File: src/rtl/brubber_dl_ctrl_pkg.sv
// Shared types and ROM map for the Burnin' Rubber download controller.
package brubber_dl_pkg;

    typedef enum logic [2:0] {
        IDLE  = 3'd0,
        LOAD  = 3'd1,
        DRAIN = 3'd2,
        HOLD  = 3'd3,
        RUN   = 3'd4
    } dl_state_t;

    typedef logic [1:0] region_t;

    localparam region_t REG_CPU  = 2'd0;
    localparam region_t REG_SND  = 2'd1;
    localparam region_t REG_GFX  = 2'd2;
    localparam region_t REG_PROM = 2'd3;

    // Regions are contiguous from address 0, so each one is bounded by its limit.
    localparam logic [24:0] CPU_LIMIT  = 25'h0FFFF;
    localparam logic [24:0] SND_LIMIT  = 25'h11FFF;
    localparam logic [24:0] GFX_LIMIT  = 25'h1BFFF;
    localparam logic [24:0] PROM_LIMIT = 25'h1C0FF;

    typedef struct packed {
        logic [16:0] addr;
        logic [7:0]  data;
        region_t     region;
    } dl_entry_t;

    function automatic logic addr_mapped(input logic [24:0] a);
        return a <= PROM_LIMIT;
    endfunction

    function automatic region_t addr_region(input logic [24:0] a);
        if (a <= CPU_LIMIT) return REG_CPU;
        if (a <= SND_LIMIT) return REG_SND;
        if (a <= GFX_LIMIT) return REG_GFX;
        return REG_PROM;
    endfunction

endpackage

File: src/rtl/brubber_dl_ctrl_if.sv
// HPS ioctl download bus plus core ROM write port, as seen by the download controller.
interface brubber_dl_ctrl_if;
    import brubber_dl_pkg::*;

    logic        ioctl_download;
    logic        ioctl_wr;
    logic [24:0] ioctl_addr;
    logic [7:0]  ioctl_dout;
    logic        ioctl_wait;

    logic        rom_req;
    logic        rom_ack;
    logic [16:0] rom_addr;
    logic [7:0]  rom_data;
    region_t     rom_region;

    modport master (
        output ioctl_download, ioctl_wr, ioctl_addr, ioctl_dout, rom_ack,
        input  ioctl_wait, rom_req, rom_addr, rom_data, rom_region
    );

    modport slave (
        input  ioctl_download, ioctl_wr, ioctl_addr, ioctl_dout, rom_ack,
        output ioctl_wait, rom_req, rom_addr, rom_data, rom_region
    );

endinterface

File: src/rtl/brubber_dl_ctrl_fifo.sv
// Synchronous FIFO of download entries; push while full is accepted only alongside a pop.
module dl_fifo
    import brubber_dl_pkg::*;
#(
    parameter int unsigned DEPTH = 4,
    localparam int unsigned AW   = $clog2(DEPTH)
) (
    input  logic        clk,
    input  logic        reset,
    input  logic        push,
    input  dl_entry_t   push_data,
    input  logic        pop,
    output dl_entry_t   head,
    output logic [AW:0] count,
    output logic        full,
    output logic        empty
);

    dl_entry_t      mem [DEPTH];
    logic [AW-1:0]  wr_ptr;
    logic [AW-1:0]  rd_ptr;
    logic           do_push;
    logic           do_pop;

    always_comb begin
        full    = (count == (AW+1)'(DEPTH));
        empty   = (count == '0);
        do_pop  = pop && !empty;
        do_push = push && (!full || do_pop);
        head    = mem[rd_ptr];
    end

    always_ff @(posedge clk) begin
        if (do_push) mem[wr_ptr] <= push_data;
    end

    always_ff @(posedge clk) begin
        if (reset) begin
            wr_ptr <= '0;
            rd_ptr <= '0;
            count  <= '0;
        end else begin
            if (do_push) wr_ptr <= wr_ptr + 1'b1;
            if (do_pop)  rd_ptr <= rd_ptr + 1'b1;
            case ({do_push, do_pop})
                2'b10:   count <= count + 1'b1;
                2'b01:   count <= count - 1'b1;
                default: count <= count;
            endcase
        end
    end

endmodule

File: src/rtl/brubber_dl_ctrl.sv
// HPS ROM download sequencer for Burnin' Rubber: region decode, write buffering, core reset hold.
// Optional DL_CHECKSUM_EN adds dl_sum/dl_sum_valid (wrapping sum of accepted bytes).
module brubber_dl_ctrl
    import brubber_dl_pkg::*;
#(
    parameter int unsigned HOLD_CYCLES = 1024,
    parameter int unsigned FIFO_DEPTH  = 4,
    parameter int unsigned WAIT_LEVEL  = 3
) (
    input  logic               clk_sys,
    input  logic               reset,
    brubber_dl_ctrl_if.slave   bus,
    output logic               core_reset,
`ifdef DL_CHECKSUM_EN
    output logic [15:0]        dl_sum,
    output logic               dl_sum_valid,
`endif
    output logic [15:0]        drop_cnt
);

    localparam int unsigned CW = $clog2(FIFO_DEPTH) + 1;
    localparam int unsigned HW = $clog2(HOLD_CYCLES + 1);

    dl_state_t      state;
    dl_state_t      state_nxt;
    logic [HW-1:0]  hold_cnt;

    logic [CW-1:0]  count;
    logic [CW-1:0]  count_nxt;
    logic           full;
    logic           empty;
    dl_entry_t      head;
    dl_entry_t      wr_entry;

    logic           strobe;
    logic           mapped;
    logic           push;
    logic           pop;
    logic           drop;
    logic           rom_req_nxt;

    logic           rom_req_q;
    logic           wait_q;
    dl_entry_t      rom_q;

    always_comb begin
        strobe      = bus.ioctl_wr && bus.ioctl_download;
        mapped      = addr_mapped(bus.ioctl_addr);
        pop         = !empty && (!rom_req_q || bus.rom_ack);
        push        = strobe && mapped && (!full || pop);
        drop        = strobe && !push;
        count_nxt   = count + CW'(push) - CW'(pop);
        rom_req_nxt = pop || (rom_req_q && !bus.rom_ack);
        wr_entry    = '{addr: bus.ioctl_addr[16:0], data: bus.ioctl_dout,
                        region: addr_region(bus.ioctl_addr)};
    end

    dl_fifo #(.DEPTH(FIFO_DEPTH)) u_fifo (
        .clk       (clk_sys),
        .reset     (reset),
        .push      (push),
        .push_data (wr_entry),
        .pop       (pop),
        .head      (head),
        .count     (count),
        .full      (full),
        .empty     (empty)
    );

    // DRAIN looks at next-cycle FIFO/req state so HOLD starts on the final ack edge.
    always_comb begin
        state_nxt = state;
        case (state)
            IDLE:    if (bus.ioctl_download) state_nxt = LOAD;
            LOAD:    if (!bus.ioctl_download) state_nxt = DRAIN;
            DRAIN:   if (count_nxt == '0 && !rom_req_nxt) state_nxt = HOLD;
            HOLD: begin
                if (bus.ioctl_download)  state_nxt = LOAD;
                else if (hold_cnt == '0) state_nxt = RUN;
            end
            RUN:     if (bus.ioctl_download) state_nxt = LOAD;
            default: state_nxt = IDLE;
        endcase
    end

    always_comb begin
        core_reset = !(state == RUN && !bus.ioctl_download);
    end

    always_ff @(posedge clk_sys) begin
        if (reset) begin
            state     <= IDLE;
            hold_cnt  <= '0;
            rom_req_q <= 1'b0;
            rom_q     <= '0;
            wait_q    <= 1'b0;
            drop_cnt  <= '0;
        end else begin
            state <= state_nxt;
            if (state == DRAIN && state_nxt == HOLD)
                hold_cnt <= HW'(HOLD_CYCLES - 1);
            else if (state == HOLD && hold_cnt != '0)
                hold_cnt <= hold_cnt - 1'b1;
            rom_req_q <= rom_req_nxt;
            if (pop) rom_q <= head;
            wait_q <= (count_nxt >= CW'(WAIT_LEVEL));
            if (drop && drop_cnt != '1) drop_cnt <= drop_cnt + 1'b1;
        end
    end

    assign bus.rom_req    = rom_req_q;
    assign bus.rom_addr   = rom_q.addr;
    assign bus.rom_data   = rom_q.data;
    assign bus.rom_region = rom_q.region;
    assign bus.ioctl_wait = wait_q;

`ifdef DL_CHECKSUM_EN
    always_ff @(posedge clk_sys) begin
        if (reset) begin
            dl_sum <= '0;
        end else if (state_nxt == LOAD && state != LOAD) begin
            dl_sum <= push ? {8'h00, bus.ioctl_dout} : '0;
        end else if (push) begin
            dl_sum <= dl_sum + {8'h00, bus.ioctl_dout};
        end
    end

    assign dl_sum_valid = (state == HOLD) || (state == RUN);
`endif

endmodule

File: src/flat_wrapper.sv
// flat-port wrapper written by rule: the top's interface ports become plain ports
module brubber_dl_ctrl_flat import brubber_dl_pkg::*;
#(
    parameter int unsigned HOLD_CYCLES = 1024,
    parameter int unsigned FIFO_DEPTH  = 4,
    parameter int unsigned WAIT_LEVEL  = 3
)
  (clk_sys, reset, core_reset, drop_cnt, bus_ioctl_download, bus_ioctl_wr, bus_ioctl_addr, bus_ioctl_dout, bus_rom_ack, bus_ioctl_wait, bus_rom_req, bus_rom_addr, bus_rom_data, bus_rom_region);
  brubber_dl_ctrl_if bus_i ();
  input  logic clk_sys;
  input  logic reset;
  output logic core_reset;
  output logic [15:0] drop_cnt;
  input wire logic [$bits(bus_i.ioctl_download)-1:0] bus_ioctl_download;
  input wire logic [$bits(bus_i.ioctl_wr)-1:0] bus_ioctl_wr;
  input wire logic [$bits(bus_i.ioctl_addr)-1:0] bus_ioctl_addr;
  input wire logic [$bits(bus_i.ioctl_dout)-1:0] bus_ioctl_dout;
  input wire logic [$bits(bus_i.rom_ack)-1:0] bus_rom_ack;
  output wire logic [$bits(bus_i.ioctl_wait)-1:0] bus_ioctl_wait;
  output wire logic [$bits(bus_i.rom_req)-1:0] bus_rom_req;
  output wire logic [$bits(bus_i.rom_addr)-1:0] bus_rom_addr;
  output wire logic [$bits(bus_i.rom_data)-1:0] bus_rom_data;
  output wire logic [$bits(bus_i.rom_region)-1:0] bus_rom_region;
  assign bus_i.ioctl_download = bus_ioctl_download;
  assign bus_i.ioctl_wr = bus_ioctl_wr;
  assign bus_i.ioctl_addr = bus_ioctl_addr;
  assign bus_i.ioctl_dout = bus_ioctl_dout;
  assign bus_i.rom_ack = bus_rom_ack;
  assign bus_ioctl_wait = bus_i.ioctl_wait;
  assign bus_rom_req = bus_i.rom_req;
  assign bus_rom_addr = bus_i.rom_addr;
  assign bus_rom_data = bus_i.rom_data;
  assign bus_rom_region = bus_i.rom_region;
  brubber_dl_ctrl #(.HOLD_CYCLES(HOLD_CYCLES), .FIFO_DEPTH(FIFO_DEPTH), .WAIT_LEVEL(WAIT_LEVEL)) u_core (.clk_sys(clk_sys), .reset(reset), .bus(bus_i), .core_reset(core_reset), .drop_cnt(drop_cnt));
endmodule
File: config.mk
export PLATFORM = sky130hd
export DESIGN_NAME = brubber_dl_ctrl_flat
export DESIGN_NICKNAME = d
export VERILOG_FILES = /design/src/rtl/brubber_dl_ctrl_pkg.sv /design/src/rtl/brubber_dl_ctrl_if.sv /design/src/rtl/brubber_dl_ctrl_fifo.sv /design/src/rtl/brubber_dl_ctrl.sv /design/src/flat_wrapper.sv
export SDC_FILE = /design/constraint.sdc
export NUM_CORES = 1
export LEC_CHECK = 0
export CAP_MARGIN = 20
export CORE_ASPECT_RATIO = 2
export CORE_MARGIN = 4
export CORE_UTILIZATION = 55
export CTS_BUF_LIST = sky130_fd_sc_hd__clkbuf_2
export CTS_CLUSTER_DIAMETER = 60
export DETAILED_ROUTE_END_ITERATION = 7
export PLACE_DENSITY = 0.89
export SYNTH_ARGS = -nofsm -noshare
export SYNTH_HDL_FRONTEND = slang
export SYNTH_SLANG_ARGS = --single-unit
File: constraint.sdc
create_clock -name clk_sys -period 11 [get_ports clk_sys]
set_input_delay 2.2 -clock clk_sys [delete_from_list [all_inputs] [get_ports clk_sys]]
set_output_delay 2.2 -clock clk_sys [all_outputs]
set_load 0.005 [all_outputs]
==> impl_metrics.env, run 1 <==
export IMPL_status="completed"
export IMPL_ys_ff_latch=174
export IMPL_place_congestion=0.8063
export IMPL_p_per_area_nw_per_um2=191.6
export IMPL_clkSinkCount=174
export IMPL_cpMostUsedCell="clkdlybuf4s50_1"
export IMPL_arrival_ps=3410
export IMPL_hp_class="reg -> reg"
export IMPL_grt_pass1_wl_microns=22160
export IMPL_syn_nets=563
export IMPL_critical_path_class="in -> out"
export IMPL_synthCells=514
export IMPL_fin_crit_ps=5609
export IMPL_wl_per_cell_microns=18.25
export IMPL_critPathCaptureType="output pin"
export IMPL_fp_dieH_microns=167.2
export IMPL_clockBufferDepth=2
export IMPL_syn_to_final_growth_pct=18.11
export IMPL_peakVddDrop_v=0.0001146
export IMPL_p_leak_nw=2.665
export IMPL_nets=651
export IMPL_fillers=911
export IMPL_core_sq_um=12480
export IMPL_grt_max_degree=69
export IMPL_synth_async_sr_flop_share_pct=0
export IMPL_whs_ps=481.0
export IMPL_wl_microns=13980
export IMPL_fin_skew_ps=42.82
export IMPL_ys_warn_count=0
export IMPL_cp_max_fo=6
export IMPL_vias=4480
export IMPL_htreeDepth=4
export IMPL_worstPathCellList="clkdlybuf4s50_1 > nand3b_1 > clkdlybuf4s50_1"
export IMPL_critPathMaxStageDelay_ps=570
export IMPL_drive_gt1_share_pct=13.01
export IMPL_cp_data_required_time_ps=8800
export IMPL_first_iter_violations=250
export IMPL_final_area_sq_um=8233
export IMPL_ioPinCount=84
export IMPL_dp_hpwl_microns=9409
export IMPL_syn_area_per_cell_sq_um=13.56
export IMPL_synth_top_area_cell="edfxtp_1"
export IMPL_die_area_sq_um=14650
export IMPL_clockRootBuffer="clkbuf_2"
export IMPL_post_cts_resized=0
export IMPL_path_delay_family="buffers and inverters"
export IMPL_ys_flop_type="edfxtp_1"
export IMPL_slew_headroom_pct=50.63
export IMPL_max_cap_violations=0
export IMPL_route_detailed_drc=0
export IMPL_cts_setup_buffers=0
export IMPL_slew_viol_final=0
export IMPL_cts_tree="yes"
export IMPL_row_count=58
export IMPL_via_per_inst=5.849
export IMPL_numPortBuffers=83
export IMPL_clk_transition_reported_paths_ps=270
export IMPL_synth_seq_area_share_pct=65.48
export IMPL_grt_use_total_pct=19.84
export IMPL_synth_top_area_share_pct=46.53
export IMPL_antenna_found_initial=1
export IMPL_cp_start_kind="input pin"
export IMPL_setup_viol_count_final=0
export IMPL_tightestPinTransition_ps=740.5
export IMPL_postRouteAntennaNets=0
export IMPL_fp_dieW_microns=87.61
export IMPL_grt_pass1_vias=4656
export IMPL_drtPass1Iterations=4
export IMPL_fmax_ghz=0.1783
export IMPL_cpMaxStageDelayCell="clkdlybuf4s50_1"
export IMPL_syn_area_sq_um=6970
export IMPL_yosys_top_cells_area="edfxtp_1 47%, dfxtp_1 19%, mux4_2 8.7%, nand2_1 4.0%, a21oi_1 3.7%"
export IMPL_period_share_pct=50.99
export IMPL_hold_buffers=0
export IMPL_synth_edff_count=108
export IMPL_rsz0062_at_grt="false"
export IMPL_clock_latency_ps=730
export IMPL_placed_area_sq_um=7946
export IMPL_numCtsBuffers=17
export IMPL_fin_util_pct=65.96
export IMPL_worst_path_buf_inv=2
export IMPL_overflow=0
export IMPL_initial_utilization_pct=55.84
export IMPL_hold_violations=0
export IMPL_tns_ps=0
export IMPL_synthDistinctLibCells=52
[cells in the mapped netlist, types with 7 or more instances]
| cell type | instances |
|---|---|
| edfxtp_1 | 108 |
| and2_1 | 8 |
| nor2b_1 | 7 |
| clkbuf_1 | 17 |
| inv_1 | 15 |
| or3_1 | 12 |
| ha_1 | 9 |
| dfxtp_1 | 66 |
| nand2_1 | 74 |
| a21oi_1 | 51 |
| o21ai_0 | 13 |
| xnor2_1 | 10 |
| nor2_1 | 16 |
| mux4_2 | 27 |
[area by class of cell]
type	count	area (sq um)	area share [%]
Clock inverter	15	171.4	2.082
Clock buffer	17	85.08	1.033
Multi-Input combinational cell	302	2258	27.43
Timing Repair Buffer	92	905.9	11.00
Antenna cell	1	2.502	0.03040
Inverter	15	56.30	0.6839
Sequential cell	174	4566	55.46
Tap cell	150	187.7	2.280
[worst paths after layout]
path | slack (ps) | to | cells past startpoint | from
worst max-delay path | 5390 | core_reset | 3 | bus_ioctl_download
worst max register to register | 7450 | u_core.hold_cnt[3]$_SDFFE_PP0P_ | 11 | u_core.u_fifo.count[0]$_SDFFE_PP0P_
worst min register to register | 480 | u_core.bus.rom_data[5]$_SDFFE_PP0P_ | 2 | u_core.bus.rom_data[5]$_SDFFE_PP0P_
worst min-delay path | 480 | u_core.bus.rom_data[5]$_SDFFE_PP0P_ | 2 | u_core.bus.rom_data[5]$_SDFFE_PP0P_
[where the power goes]
part / switching, W / leakage, nW / internal, W / total, W
logic: 0.000236 / 0.987 / 0.000220 / 0.000456
clock network: 0.000245 / 0.149 / 0.0000762 / 0.000321
registers: 0.0000518 / 1.53 / 0.000748 / 0.000800
[worst min-delay path, stage by stage, from the launching register on]
cell,delay (ps)
dfxtp_1,380
nand2_1,50
a21oi_1,60
[metal layers]
layer | part of all wire [%] | vias to the layer above | wire, microns | GRT usage [%]
met5 | 0 | - | 0 | 0
met4 | 2.2 | 0 | 307 | 8.550
met3 | 5.0 | 23 | 700 | 5.318
met2 | 58 | 128 | 8040 | 36.60
met1 | 35 | 2228 | 4928 | 20.14
li1 | - | 2101 | - | -
[through the flow]
step	power [W]	cells	setup slack, ps
after detailed placement	0.001268	731	4757
after CTS	0.001590	763	5377
after floorplan	0.001091	514	5986
final	0.001577	766	5391
after global placement	0.001244	731	4921
after global routing	0.001674	766	5175
[flip-flops by register name (all words and copies together) (netlist names), 3 cells and up]
signal               flops
u_core.bus.rom_addr     17
u_core.bus.rom_data      8
u_core.drop_cnt         16
u_core.hold_cnt         11
u_core.state             3
u_core.u_fifo.count      3
u_core.u_fifo.mem      108
[kinds of logic (layout without fill, tap and decap cells)]
| group | after synthesis | count (layout) | synth area share (%) |
|---|---|---|---|
| AOI/OAI and AO/OA | 86 | 86 | 7.378 |
| xor gates and xnor gates | 14 | 14 | 1.759 |
| adders and majority gates | 11 | 11 | 2.190 |
| buffers and inverters | 38 | 139 | 2.118 |
| DFF | 174 | 174 | 65.48 |
| muxes | 30 | 30 | 9.190 |
| other | 0 | 1 | 0 |
| and+or+nand+nor | 161 | 161 | 11.88 |
[placed cells by master, fill, tap and decap left out, types with 7 or more instances in the layout]
cell,count
or3_1,12
inv_1,15
clkdlybuf4s50_1,82
nand2_1,74
clkbuf_2,17
edfxtp_1,108
o21ai_0,13
buf_4,8
nor2_1,16
nor2b_1,7
xnor2_1,10
a21oi_1,51
dfxtp_1,65
ha_1,9
mux4_2,27
and2_1,8
Power figures use the tool's default switching activity.
==> run 2, diff against run 1 <==
==> constraint.sdc (replaced) <==
create_clock -name clk_sys -period 5.6 [get_ports clk_sys]
set_input_delay 1.12 -clock clk_sys [delete_from_list [all_inputs] [get_ports clk_sys]]
set_output_delay 1.12 -clock clk_sys [all_outputs]
set_load 0.005 [all_outputs]
==> impl_metrics.env, run 2 (synthesized netlist as in run 1, its figures left out) <==
export IMPL_grt_use_met1_pct=21.68
export IMPL_die_area_sq_um=14650
export IMPL_p_leak_nw=2.642
export IMPL_syn_to_final_growth_pct=17.25
export IMPL_postRouteAntennaNets=0
export IMPL_fmax_ghz=0.2313
export IMPL_layout_common_cells="108 x edfxtp_1, 82 x clkdlybuf4s50_1, 74 x nand2_1, 65 x dfxtp_1, 51 x a21oi_1"
export IMPL_vias=4459
export IMPL_numPortBuffers=83
export IMPL_cp_start_kind="input pin"
export IMPL_top_register="u_core.u_fifo.mem"
export IMPL_setup_viol_count_final=0
export IMPL_slew_headroom_pct=58.13
export IMPL_fp_dieH_microns=167.2
export IMPL_hold_start="u_core.bus.rom_data[2]$_SDFFE_PP0P_"
export IMPL_wl_microns=14060
export IMPL_dp_hpwl_microns=9746
export IMPL_peakVddDrop_v=0.0002631
export IMPL_first_iter_violations=182
export IMPL_cp_data_required_time_ps=6240
export IMPL_grt_use_total_pct=20.18
export IMPL_use_met3_pct=4.234
export IMPL_clock_latency_ps=700
export IMPL_fin_crit_ps=4324
export IMPL_dp_cells=731
export IMPL_post_cts_resized=0
export IMPL_gr_usage_met2_pct=37.16
export IMPL_ioPinCount=84
export IMPL_clk_transition_reported_paths_ps=250
export IMPL_hold_buffers=0
export IMPL_final_common_cell="edfxtp_1"
export IMPL_cts_tree="yes"
export IMPL_route_detailed_drc=0
export IMPL_critical_path_class="in -> reg"
export IMPL_grt_pass1_vias=4658
export IMPL_clockRootBuffer="clkbuf_2"
export IMPL_dp_slack_ps=471.3
export IMPL_rsz0062_at_grt="false"
export IMPL_antenna_found_initial=1
export IMPL_overflow=0
export IMPL_hp_class="reg -> reg"
export IMPL_setup_ws_ps=1276
export IMPL_grt_max_degree=57
export IMPL_cts_setup_buffers=0
export IMPL_p_per_area_nw_per_um2=371.7
export IMPL_largest_register_ffs=108
export IMPL_period_share_pct=77.21
export IMPL_final_cell_count_no_fill=766
export IMPL_clockBufferDepth=2
export IMPL_htreeDepth=4
export IMPL_arrival_ps=4960
export IMPL_grt_busiest_layer="met2"
export IMPL_place_congestion=0.8034
export IMPL_drtPass1Iterations=5
export IMPL_hold_violations=0
export IMPL_r2r_start="u_core.u_fifo.count[0]$_SDFFE_PP0P_"
export IMPL_fin_skew_ps=27.87
export IMPL_initial_utilization_pct=55.84
export IMPL_numCtsBuffers=17
export IMPL_clkSinkCount=174
export IMPL_critPathCaptureType="register"
export IMPL_core_sq_um=12480
export IMPL_via_per_inst=5.821
export IMPL_fp_dieW_microns=87.61
export IMPL_tns_ps=0
export IMPL_wl_per_cell_microns=18.35
export IMPL_row_count=58
export IMPL_status="completed"
export IMPL_drive_gt1_share_pct=12.85
export IMPL_max_cap_violations=0
export IMPL_crit_start="bus_ioctl_addr[13]"
export IMPL_tightestPinTransition_ps=628.0
export IMPL_slew_viol_final=0
export IMPL_cp_max_fo=12
export IMPL_grt_pass1_wl_microns=22550
export IMPL_nets=651
## run 2: area by class of cell
type | count | area [sq um]
clock buffers | 19 | 95.09
diodes | 1 | 2.502
repair buffers | 92 | 905.9
well taps | 150 | 187.7
flip-flops and latches | 174 | 4566
inverters | 15 | 56.30
multi-input cells | 302 | 2258
fillers | 934 | 4309
clock inverters | 13 | 101.3
## run 2: per-stage QoR
stage | power, W | utilization (%) | cell area, sq um | hold WS (ps)
finish | 0.003038 | 65.48 | 8173 | 472.2
global route | 0.003227 | 65.48 | 8173 | 510.5
CTS | 0.003054 | 65.24 | 8143 | 473.1
detailed placement | 0.002497 | 63.66 | 7946 | 450.1
global placement | 0.002448 | 63.66 | 7946 | 445.4
floorplan | 0.002142 | - | 6970 | 452.7
## run 2: worst paths after layout
path	end	slack, ps	depth (start not counted)
max	u_core.hold_cnt[3]$_SDFFE_PP0P_	1280	13
max reg2reg	u_core.hold_cnt[3]$_SDFFE_PP0P_	2070	11
min	u_core.bus.rom_data[2]$_SDFFE_PP0P_	470	2
min reg2reg	u_core.bus.rom_data[2]$_SDFFE_PP0P_	470	2
## run 2: worst max-delay path, stage by stage
cell	delay, ps
clkdlybuf4s50_1	510
nor4_1	460
a21oi_1	270
nor3_2	450
inv_1	90
ha_1	280
inv_1	40
ha_1	180
fa_1	460
nor4b_1	250
nand3_1	400
o311a_1	240
a211oi_1	220
## run 2: layer usage
layer	routed length, microns	vias up	part of all wire (%)
li1	-	2097	-
met1	4888	2189	35
met4	278	0	2.0
met2	8134	151	58
met5	0	-	0
met3	757	22	5.4
## run 2: power breakdown
group / leakage, nW / switching [W] / internal [W]
logic: 0.987 / 0.000471 / 0.000435
clock network: 0.126 / 0.000437 / 0.000129
registers: 1.53 / 0.0000965 / 0.00147
